## src/rtl/hamming_decoder.sv

```systemverilog
// Two-stage SECDED decoder for extended-Hamming codewords on a valid/ready stream.
// Stage 1 registers the syndrome and overall parity. Stage 2 registers the corrected payload and flags.
module hamming_decoder #(
  parameter int DATA_WIDTH   = 32,
  parameter int COUNT_WIDTH  = 16,
  localparam int ADDR_WIDTH  = $clog2(DATA_WIDTH + 1 + $clog2(DATA_WIDTH + 1 + $clog2(DATA_WIDTH + 1))),
  localparam int CODED_WIDTH = DATA_WIDTH + ADDR_WIDTH + 1
) (
  input  logic                   clk_i,
  input  logic                   rst_n_i,
  input  logic                   valid_i,
  output logic                   ready_o,
  input  logic [CODED_WIDTH-1:0] data_in_i,
  output logic                   valid_o,
  input  logic                   ready_i,
  output logic [DATA_WIDTH-1:0]  data_o,
  output logic                   corrected_o,
  output logic                   uncorrectable_o,
  output logic [ADDR_WIDTH-1:0]  syndrome_o,
  input  logic                   clear_counts_i,
  output logic [COUNT_WIDTH-1:0] corrected_count_o,
  output logic [COUNT_WIDTH-1:0] uncorrectable_count_o
);

  logic                   s1_valid;
  logic [CODED_WIDTH-1:0] s1_cw;
  logic [ADDR_WIDTH-1:0]  s1_syn;
  logic                   s1_par;

  logic [ADDR_WIDTH-1:0]  syn_c;
  logic                   par_c;
  logic [CODED_WIDTH-1:0] cw_fix;
  logic [DATA_WIDTH-1:0]  data_c;
  logic                   corr_c;
  logic                   unc_c;

  logic s1_load;
  logic s2_load;
  logic out_fire;

  assign ready_o  = !s1_valid || !valid_o || ready_i;
  assign s1_load  = valid_i && ready_o;
  assign s2_load  = s1_valid && (!valid_o || ready_i);
  assign out_fire = valid_o && ready_i;

  always_comb begin
    syn_c = '0;
    for (int unsigned k = 1; k < CODED_WIDTH; k++) begin
      if (data_in_i[k]) syn_c = syn_c ^ ADDR_WIDTH'(k);
    end
    par_c = ^data_in_i;
  end

  // A nonzero syndrome beyond the codeword is unreachable by one flip, so it is uncorrectable.
  always_comb begin
    corr_c = s1_par && (int'(s1_syn) < CODED_WIDTH);
    unc_c  = (s1_syn != '0) && !corr_c;
    cw_fix = s1_cw;
    if (corr_c && (s1_syn != '0)) cw_fix[s1_syn] = ~s1_cw[s1_syn];
  end

  always_comb begin
    int unsigned j;
    data_c = '0;
    j      = 0;
    for (int unsigned k = 3; k < CODED_WIDTH; k++) begin
      if ((k & (k - 1)) != 0) begin
        if (j < DATA_WIDTH) data_c[j] = cw_fix[k];
        j++;
      end
    end
  end

  always_ff @(posedge clk_i or negedge rst_n_i) begin
    if (!rst_n_i) begin
      s1_valid <= 1'b0;
      s1_cw    <= '0;
      s1_syn   <= '0;
      s1_par   <= 1'b0;
    end else begin
      if (s1_load) begin
        s1_valid <= 1'b1;
        s1_cw    <= data_in_i;
        s1_syn   <= syn_c;
        s1_par   <= par_c;
      end else if (s2_load) begin
        s1_valid <= 1'b0;
      end
    end
  end

  always_ff @(posedge clk_i or negedge rst_n_i) begin
    if (!rst_n_i) begin
      valid_o         <= 1'b0;
      data_o          <= '0;
      corrected_o     <= 1'b0;
      uncorrectable_o <= 1'b0;
      syndrome_o      <= '0;
    end else begin
      if (s2_load) begin
        valid_o         <= 1'b1;
        data_o          <= data_c;
        corrected_o     <= corr_c;
        uncorrectable_o <= unc_c;
        syndrome_o      <= s1_syn;
      end else if (ready_i) begin
        valid_o <= 1'b0;
      end
    end
  end

  always_ff @(posedge clk_i or negedge rst_n_i) begin
    if (!rst_n_i) begin
      corrected_count_o     <= '0;
      uncorrectable_count_o <= '0;
    end else if (clear_counts_i) begin
      corrected_count_o     <= '0;
      uncorrectable_count_o <= '0;
    end else if (out_fire) begin
      if (corrected_o && (corrected_count_o != '1))
        corrected_count_o <= corrected_count_o + 1'b1;
      if (uncorrectable_o && (uncorrectable_count_o != '1))
        uncorrectable_count_o <= uncorrectable_count_o + 1'b1;
    end
  end

endmodule

```

## config.mk

```make
export PLATFORM = sky130hd
export DESIGN_NAME = hamming_decoder
export DESIGN_NICKNAME = d
export VERILOG_FILES = /design/src/rtl/hamming_decoder.sv
export SDC_FILE = /design/constraint.sdc
export NUM_CORES = 1
export LEC_CHECK = 0
export BUFFER_PORTS_ARGS = -buffer_cell sky130_fd_sc_hd__buf_2
export CORE_MARGIN = 5
export CORE_UTILIZATION = 50
export CTS_CLUSTER_SIZE = 8
export DETAILED_ROUTE_END_ITERATION = 6
export PLACE_DENSITY = 0.73
export RECOVER_POWER = 50
export SYNTH_ARGS = -nofsm -noshare
export SYNTH_HDL_FRONTEND = slang
export SYNTH_SLANG_ARGS = --single-unit
```

## constraint.sdc

```tcl
create_clock -name clk_i -period 2.04 [get_ports clk_i]
set_input_delay 0.102 -clock clk_i [delete_from_list [all_inputs] [get_ports clk_i]]
set_output_delay 0.102 -clock clk_i [all_outputs]
set_load 0.01 [all_outputs]
```

==> Word level (Yosys, flattened, before mapping) <==
Index checks and enable logic that the tools add are counted.
{ "classes": {"addsub": 2, "n_mul": 0, "div_mod_pow": 0, "magnitude_cmp": 3, "n_eq_ne": 2, "shifts": 0, "n_mux": 54, "n_bitwise": 38, "reduce_logical": 24} }
{ "ops": {"columns": ["cell", "count"], "rows": [
  ["$mux W16", 6],
  ["$mux W5", 16],
  ["$mux W6", 7],
  ["$bwmux W39", 1],
  ["$mux W39", 1],
  ["$not A3 Y3", 13],
  ["$reduce_xor A39 Y1", 1],
  ["$add A16 B1 Y16 const B", 2],
  ["$mux W4", 8],
  ["$ne A16 B16 Y1 const B", 2],
  ["$not A2 Y2", 13],
  ["$not A4 Y4", 5],
  ["$mux W3", 4],
  ["$reduce_bool A2 Y1", 5],
  ["$logic_and A1 B1 Y1", 9],
  ["$lt A6 B7 Y1 const B", 1],
  ["$mux W1", 7],
  ["$bmux W1 S6", 1],
  ["$demux W1 S6", 1],
  ["$ge A6 B1 Y1 const B", 1],
  ["$lt A6 B6 Y1 const B", 1],
  ["$reduce_bool A6 Y1", 1],
  ["$not A1 Y1 const A", 5],
  ["$not A5 Y5", 1],
  ["5 further kinds", 11]
]} }
{ "word_totals": {"reg_bits": 120, "latch_bits": 0, "ram_bits": 0, "mem_bits_ro": 0, "in_bits": 44, "output_inout_bits": 74, "word_cells": 134, "mem_count": 0} }

==> Longest topological paths before layout <==
Gate-level depths: netlist (run 1).
{ "logic_depth": {"depth_word": 70, "mapped_depth": 9, "mapped_depth_nobuf": 7} }

==> Least setup slack after synthesis (run 1) <==
Ideal clock, no wire load.
{ "synth_timing": {"path_kind": "register to register", "startpoint": "register s1_syn[1]", "endpoint": "register data_o[0]", "setup_time_ns": 0.064, "arrival_ns": 1.798, "required_ns": 1.976, "path_slack_ns": 0.178, "path_stages_with_launch": 7, "path_buffers": 0, "period_less_slack_ns": 1.862, "path_cell_list": "dfrtp_1 > mux4_1 > mux2i_4 > nand2_1 > o211a_2 > a211oi_2 > a21o_1"} }
{ "synth_between": {"elab_chain_cells": 6, "word_cells_on_any_way": 14, "classes_between": "order compare: 3; mux: 6; bitwise: 1; reduce/logical: 4"} }
{ "synth_lines": {"columns": ["element", "line_no", "rtl"], "rows": [
  ["from (decl)", "27", "logic [ADDR_WIDTH-1:0] s1_syn;"],
  ["from (signal assigned)", "84", "s1_syn <= syn_c;"],
  ["$lt A6 B7 Y1 (implied by the code) or $ge A6 B1 Y1 (tied branches)", "59", "if (corr_c && (s1_syn != '0)) cw_fix[s1_syn] = ~s1_cw[s1_syn];"],
  ["$logic_and A1 B1 Y1 (implied by the code)", "59", null],
  ["$mux W1 (implied by the code)", "59", null],
  ["$demux W1 S6", "59", null],
  ["$bwmux W39", "59", null],
  ["$mux W39 (*)", "59", null],
  ["to (signal assigned)", "102", "data_o <= data_c;"],
  ["to (decl)", "16", "output logic [DATA_WIDTH-1:0] data_o,"]
]} }
Every way passes the cells marked *; elsewhere a longest branch is shown, timed or not. The select of a mux whose other input is x is not followed.
A chain may end at the register's enable or synchronous reset.

==> Worst setup path in the final report (run 1) <==
{ "layout_timing": {"startpoint": "register corrected_count_o[3]", "endpoint": "register corrected_count_o[1]"} }
{ "layout_between": {"elab_chain_cells": 4} }
{ "layout_lines": {"columns": ["element", "line_no", "rtl"], "rows": [
  ["from (decl)", "21", "output logic [COUNT_WIDTH-1:0] corrected_count_o,"],
  ["from (signal assigned)", "121", "corrected_count_o <= corrected_count_o + 1'b1;"],
  ["$ne A16 B16 Y1", "120", "if (corrected_o && (corrected_count_o != '1))"],
  ["$logic_and A1 B1 Y1", "120", null],
  ["$reduce_bool A2 Y1 (no source line)", null, null],
  ["$reduce_and A2 Y1 (no source line)", null, null]
]} }
Every way passes these cells.

==> results.yml, run 1 <==
timing:
  rsz0062_at_grt: "true"
  post-route-min-period_ns: 1.928
  slew_headroom_pct: 43.88
  final.setup.worst_slack_ns: 0.1124
  timing.fmax_ghz: 0.5188
  hold_viol: 0
  final.period_utilization_pct: 94.49
  worst_pin_slew_ns: 0.8417
  whs_ns: 0.01212
  drv_slew: 0
  finClkSkew_ns: 0.005870
  setup_viol: 0
hold_path:
  hold_depth: 2
  hold_start: "data_in_i[15]"
  hold_path_end: "s1_cw[15]$_DFFE_PN0P_"
  hp-class: "in2reg"
cts:
  clk_pin_slew_ns: 0.05
  htree_levels: 4
  cts_sinks: 120
  root_buffer: "clkbuf_16"
  cts_tree: "done"
  numCtsBuffers: 17
  clockBufferDepth: 2
  worstSkewPairLatency_ns: 0.41
cells_and_area:
  antenna_cells: 0
  multi_input_area_mm2: 0.003303
  nets: 830
  nFillCells: 1009
  drive_gt1_share_pct: 25.25
  final_util_pct: 65.10
  area_delta_synth_final_pct: 27.22
  seqCellArea_mm2: 0.003004
synth:
  synth_common_cells: "dfrtp_1 (120), nand2_1 (83), xnor2_1 (74)"
  synthTopCellsByArea: "dfrtp_1 (47%), xnor2_1 (10%), mux2_2 (8.0%), nand2_1 (4.8%), mux2i_1 (4.3%)"
  syn_area_mm2: 0.006457
  ys_types: 50
  synth_nets: 664
  synthArstFlopShare_pct: 100.0
  synth_area_per_cell_um2: 10.45
  synth_ff_type: "dfrtp_1"
  ys_warn_count: 0
  netlist_instances: 618
  synth_edf_count: 0
  yosysSeqAreaShare_pct: 46.50
  synth.top_cell.area_share_pct: 46.50
  synth_top_cell_by_area: "dfrtp_1"
  synth.most_common_cell: "dfrtp_1"
  synth.ff_latch_count: 120
placed_design:
  dp_hpwl_mm: 11.81
  post-place-ws_ns: 0.02454
  io_buffers: 117
  routabilityCongestion: 0.8541
pwr:
  peakVddDrop_mv: 0.6733
  power_density_mw_per_mm2: 1065
  power.leakage_nw: 3.672
  switching_share_pct: 32.88
  clkPwrFrac_pct: 31.1
  p_sw_w: 0.002875
  combinationalPowerShare_pct: 32.7
  p_int_w: 0.005870
  p_seq_share_pct: 36.2
worst_setup_path:
  rr_worst_depth: 6
  path_class: "reg2reg"
  worstPathRequired_ns: 2.31
  cpPeakStageDelay_ns: 0.41
  ff2ff_setup_slack_ns: 0.11
  crit_path_frequent_cell: "and4_1"
  crit_fanout: 6
  reg2reg_from: "corrected_count_o[3]$_DFFE_PN0P_"
  path_cells: "and4_1 > and4_1 > nand2_1 > o31ai_2 > mux2i_1 > nor2_1"
  critPathLaunchType: "flop"
  worstPathArrival_ns: 2.20
  endpoint_kind: "flop"
  cp_slowest_cell: "dfrtp_1"
  rr_endpoint: "corrected_count_o[1]$_DFFE_PN0P_"
grt:
  grt_util_all_layers_pct: 22.89
  antenna_found_initial: 0
  grt_max_degree: 54
  grt-ovfl-total: 0
  grt_first_pass_wirelength_mm: 26.89
  grt_pass1_vias: 5238
routing:
  drt_wl_total_mm: 16.72
  drtPass1Iterations: 5
  drcViolationCount: 0
  drt_iter0_markers: 431
  antenna_left: 0
  vias: 5270
  wire_per_inst_um: 17.27
  viasPerCell: 5.444
outcome:
  status: "complete, no violations"
floorplanning:
  die_w_um: 123.6
  ios: 118
  dieArea_mm2: 0.01529
  start_util_pct: 51.17
  dieHeight_um: 123.6
  row_count: 41
  coreArea_mm2: 0.01262
flow_run:
  cap_violations: 0
[registers in the layout (all words and copies together) (netlist names)]
| signal | count |
|---|---|
| corrected_count_o | 16 |
| corrected_o | 1 |
| data_o | 32 |
| s1_cw | 39 |
| s1_par | 1 |
| s1_syn | 6 |
| s1_valid | 1 |
| syndrome_o | 6 |
| uncorrectable_count_o | 16 |
| uncorrectable_o | 1 |
| valid_o | 1 |
[cell usage in the layout (no fill, tap or decap), drive strengths merged, types with 2 or more instances in the layout]
master / instances
a211oi: 4
dlygate4sd3: 35
mux2: 46
inv: 11
dfrtp: 120
xnor3: 2
buf: 106
mux4: 5
and4: 2
a21o: 4
o211a: 2
a21oi: 22
ha: 2
nor2: 36
and3b: 3
clkbuf: 65
nand4: 8
nor3: 16
clkinv: 2
nor2b: 3
nor3b: 5
nand3b: 2
nand2: 83
or3: 9
nor4: 2
o211ai: 3
nand2b: 3
o21ai: 40
o31ai: 10
nand3: 11
and3: 4
xnor2: 74
and2: 4
xor2: 14
mux2i: 29
[critical path, delay by kind of cell, from the launching register on]
family | cells | cell delay, ns
and+or+nand+nor | 4 | 0.80
DFF | 1 | 0.41
muxes | 1 | 0.23
AOI/OAI and AO/OA | 1 | 0.35
[cell type report]
class,count,share of cell area [%]
timing repair buffer,177,13.52
clock inverter,2,0.1218
sequential,120,36.57
clock buffer,29,6.458
multi-input combinational,457,40.21
tap,172,2.620
inverter,11,0.5026
[timing repair]
action,in CTS,in global routing
hold buffers,35,0
buffers inserted,0,1
hold endpoints to repair,66,0
endpoints found under the setup margin,0,26
gates resized for setup,0,7
[worst max-delay path by stage]
stage / startpoint / end / slack [ns] / cells past startpoint
detailed placement: s1_syn[1]$_DFFE_PN0P_ / data_o[28]$_DFFE_PN0P_ / 0.02 / 5
floorplan: s1_syn[1]$_DFFE_PN0P_ / data_o[0]$_DFFE_PN0P_ / 0.18 / 6
global placement: s1_syn[1]$_DFFE_PN0P_ / data_o[19]$_DFFE_PN0P_ / 0.13 / 7
global route: s1_syn[0]$_DFFE_PN0P_ / data_o[21]$_DFFE_PN0P_ / -0.01 / 7
finish: corrected_count_o[3]$_DFFE_PN0P_ / corrected_count_o[1]$_DFFE_PN0P_ / 0.11 / 6
CTS: s1_syn[1]$_DFFE_PN0P_ / data_o[21]$_DFFE_PN0P_ / 0.01 / 7
[kinds of logic (layout without fill, tap and decap cells)]
family	after synthesis	after routing	synth area share, %
simple gates	192	192	13.97
flops	120	120	46.50
compound gates	93	93	9.049
xor+xnor	90	90	12.63
mux	80	80	14.51
buf+inv	41	219	2.945
fa+ha+maj	2	2	0.3875
[power groups by stage]
stage | combinational (W) | clock [W] | sequential [W]
2_1_floorplan | 0.00183 | 0 | 0.00319
3_3_place_gp | 0.00274 | 0 | 0.00317
3_5_place_dp | 0.00280 | 0 | 0.00319
4_1_cts | 0.00287 | 0.00276 | 0.00316
5_1_grt | 0.00313 | 0.00286 | 0.00322
6_report | 0.00286 | 0.00272 | 0.00317
[metrics by stage]
stage,instance area (µm²),TNS [ns],total power (W),cells
2_1_floorplan,6457,0,0.005020,618
3_3_place_gp,7347,0,0.005911,901
3_5_place_dp,7347,0,0.005998,901
4_1_cts,8238,0,0.008789,967
5_1_grt,8215,-0.02621,0.009204,968
6_report,8215,0,0.008745,968
[routing by layer]
| metal | vias to the layer above | global-route usage [%] | routed length (µm) |
|---|---|---|---|
| met1 | 2574 | 30.23 | 7113 |
| met2 | 182 | 37.38 | 8256 |
| met5 | - | 0 | 0 |
| li1 | 2488 | - | - |
| met4 | 0 | 6.920 | 265 |
| met3 | 26 | 5.722 | 1079 |
No activity file was read; power rests on OpenSTA's default activity.
==> inputs of run 2 (changes only) <==
--- a/config.mk
+++ b/config.mk
@@ -7,11 +7,9 @@
 export LEC_CHECK = 0
 export BUFFER_PORTS_ARGS = -buffer_cell sky130_fd_sc_hd__buf_2
 export CORE_MARGIN = 5
-export CORE_UTILIZATION = 50
+export CORE_UTILIZATION = 40
 export CTS_CLUSTER_SIZE = 8
 export DETAILED_ROUTE_END_ITERATION = 6
-export PLACE_DENSITY = 0.73
-export RECOVER_POWER = 50
 export SYNTH_ARGS = -nofsm -noshare
 export SYNTH_HDL_FRONTEND = slang
 export SYNTH_SLANG_ARGS = --single-unit
==> run 2 against run 1 <==
  * Sequential share of layout area fell by 1.7 points
  * Critical path type unchanged
  * Via count barely moved
  * Critical path depth rose by 2
  * Setup slack got worse by 0.017 ns
  * Final cell count increased by 6.1%
  * Core utilization fell by 11 points
  * Flip-flop and latch count is the same
  * Register-to-register slack lost 0.02 ns
  * Critical endpoint is now data_o[18]$_DFFE_PN0P_
  * Cell area up 5.0%
  * Count of clock-buffer cells in the layout shrank 8
==> results.yml, run 2 (synthesis gave the netlist of run 1 again) <==
outcome:
  status: "complete, no violations"
timing:
  post-route-min-period_ns: 1.945
  setup_viol: 0
  final.period_utilization_pct: 95.34
  hold_viol: 0
  finClkSkew_ns: 0.008505
  whs_ns: 0.01007
  drv_slew: 0
  worst_pin_slew_ns: 0.6908
  timing.fmax_ghz: 0.5141
  slew_headroom_pct: 53.95
cells_and_area:
  largest_reg_flops: 39
  reg_top3: "s1_cw (39), data_o (32)"
  final_cell_mix: "dfrtp_1 (117), buf_2 (116), nand2_1 (81)"
  area_delta_synth_final_pct: 33.54
  regMostFlops: "s1_cw"
  final_util_pct: 54.28
  antenna_cells: 0
  drive_gt1_share_pct: 31.69
  final_common_cell: "dfrtp_1"
  nets: 844
cts:
  worstSkewPairLatency_ns: 0.42
  cts_tree: "done"
  cts_sinks: 120
  root_buffer: "clkbuf_16"
  clockBufferDepth: 2
  htree_levels: 4
  clk_pin_slew_ns: 0.06
  numCtsBuffers: 17
routing:
  drtPass1Iterations: 4
  antenna_left: 0
  drcViolationCount: 0
  vias: 5265
  drt_iter0_markers: 215
  wire_per_inst_um: 16.74
  drt_wl_total_mm: 17.19
  viasPerCell: 5.127
floorplanning:
  start_util_pct: 40.65
  ios: 118
  coreArea_mm2: 0.01589
  die_w_um: 137.1
  dieHeight_um: 137.1
  dieArea_mm2: 0.01878
  row_count: 46
hold_path:
  hold_depth: 2
  hold_start: "data_in_i[29]"
  hp-class: "in2reg"
pwr:
  peakVddDrop_mv: 0.7316
  power.leakage_nw: 3.907
  power_density_mw_per_mm2: 1118
grt:
  grt_first_pass_wirelength_mm: 27.57
  grt_pass1_vias: 5327
  grt_util_all_layers_pct: 19.08
  antenna_found_initial: 0
  grt_max_degree: 54
  grt-ovfl-total: 0
worst_setup_path:
  cpPeakStageDelay_ns: 0.43
  cp-startpoint: "s1_syn[0]$_DFFE_PN0P_"
  cp_slowest_cell: "dfrtp_2"
  ff2ff_setup_slack_ns: 0.09
  worstPathArrival_ns: 2.25
  endpoint_kind: "flop"
  rr_worst_depth: 8
  path_class: "reg2reg"
  reg2reg_from: "s1_syn[0]$_DFFE_PN0P_"
  path_cells: "buf_4 > and3b_1 > o21ai_0 > o2111ai_1 > o211a_4 > buf_12 > mux2i_2 > o21ai_1"
  critPathLaunchType: "flop"
  worstPathRequired_ns: 2.35
  crit_fanout: 15
placed_design:
  routabilityCongestion: 0.8822
  dp_hpwl_mm: 12.57
  io_buffers: 117
flow_run:
  cap_violations: 0
run 2: cell types whose count changed in the layout (fill, tap and decap cells not counted), moves of 4 or more:
cell,before,now
clkbuf_1,39,0
buf_2,83,116
buf_4,20,30
bufinv_16,0,5
buf_12,2,6
dlygate4sd3_1,35,39
run 2: layer usage:
metal  part of all wire [%]  vias to the layer above  track usage (%)
li1                       -                     2509                -
met1                     43                     2566            24.84
met2                     48                      153            30.41
met3                    5.6                       37            4.081
met4                    3.0                        0            8.925
met5                      0                        -                0
run 2: critical path, delay by kind of cell (launching register included):
family / cells / cell delay, ns
compound gates: 4 / 0.72
flops: 1 / 0.43
buf+inv: 2 / 0.33
mux: 1 / 0.17
simple gates: 1 / 0.16
run 2: final timing paths:
path	end
max in group asynchronous	s1_cw[27]$_DFFE_PN0P_
worst min register to register	data_o[20]$_DFFE_PN0P_
min in group asynchronous	uncorrectable_count_o[14]$_DFFE_PN0P_
worst min-delay path	s1_cw[29]$_DFFE_PN0P_
worst max register to register	data_o[18]$_DFFE_PN0P_
worst max-delay path	data_o[18]$_DFFE_PN0P_
run 2: stage by stage:
step / TNS (ns) / setup WS, ns / instance area [µm²] / total power, W / std cells
floorplan: 0 / 0.1779 / 6457 / 0.005020 / 618
global placement: 0 / 0.1111 / 7475 / 0.006095 / 953
detailed placement: -0.0007003 / -0.0007003 / 7475 / 0.006150 / 953
CTS: 0 / 0.0002192 / 8538 / 0.009604 / 1024
global route: -0.01417 / -0.009459 / 8623 / 0.01015 / 1027
finish: 0 / 0.09499 / 8623 / 0.009638 / 1027
run 2: where the power goes:
part	switching [W]	internal [W]	leakage, nW	total (W)
logic	0.00156	0.00154	2.09	0.00310
registers	0.000371	0.00280	1.50	0.00318
clock network	0.00107	0.00229	0.325	0.00336
run 2: area by class of cell:
cell class              count  area [µm²]
repair buffers            191        1316
multi-input cells         457        3316
clock buffers              21       480.5
fillers                  1415        7262
inverters                  11       41.29
well taps                 216       270.3
clock inverters            11       192.7
flip-flops and latches    120        3007
run 2: what timing repair did:
| item | 4_1_cts | 5_1_grt |
|---|---|---|
| endpoints found under the setup margin | 0 | 30 |
| hold buffers | 39 | 0 |
| buffers inserted | 0 | 3 |
| resized for setup | 0 | 12 |
| hold endpoints to repair | 86 | 0 |
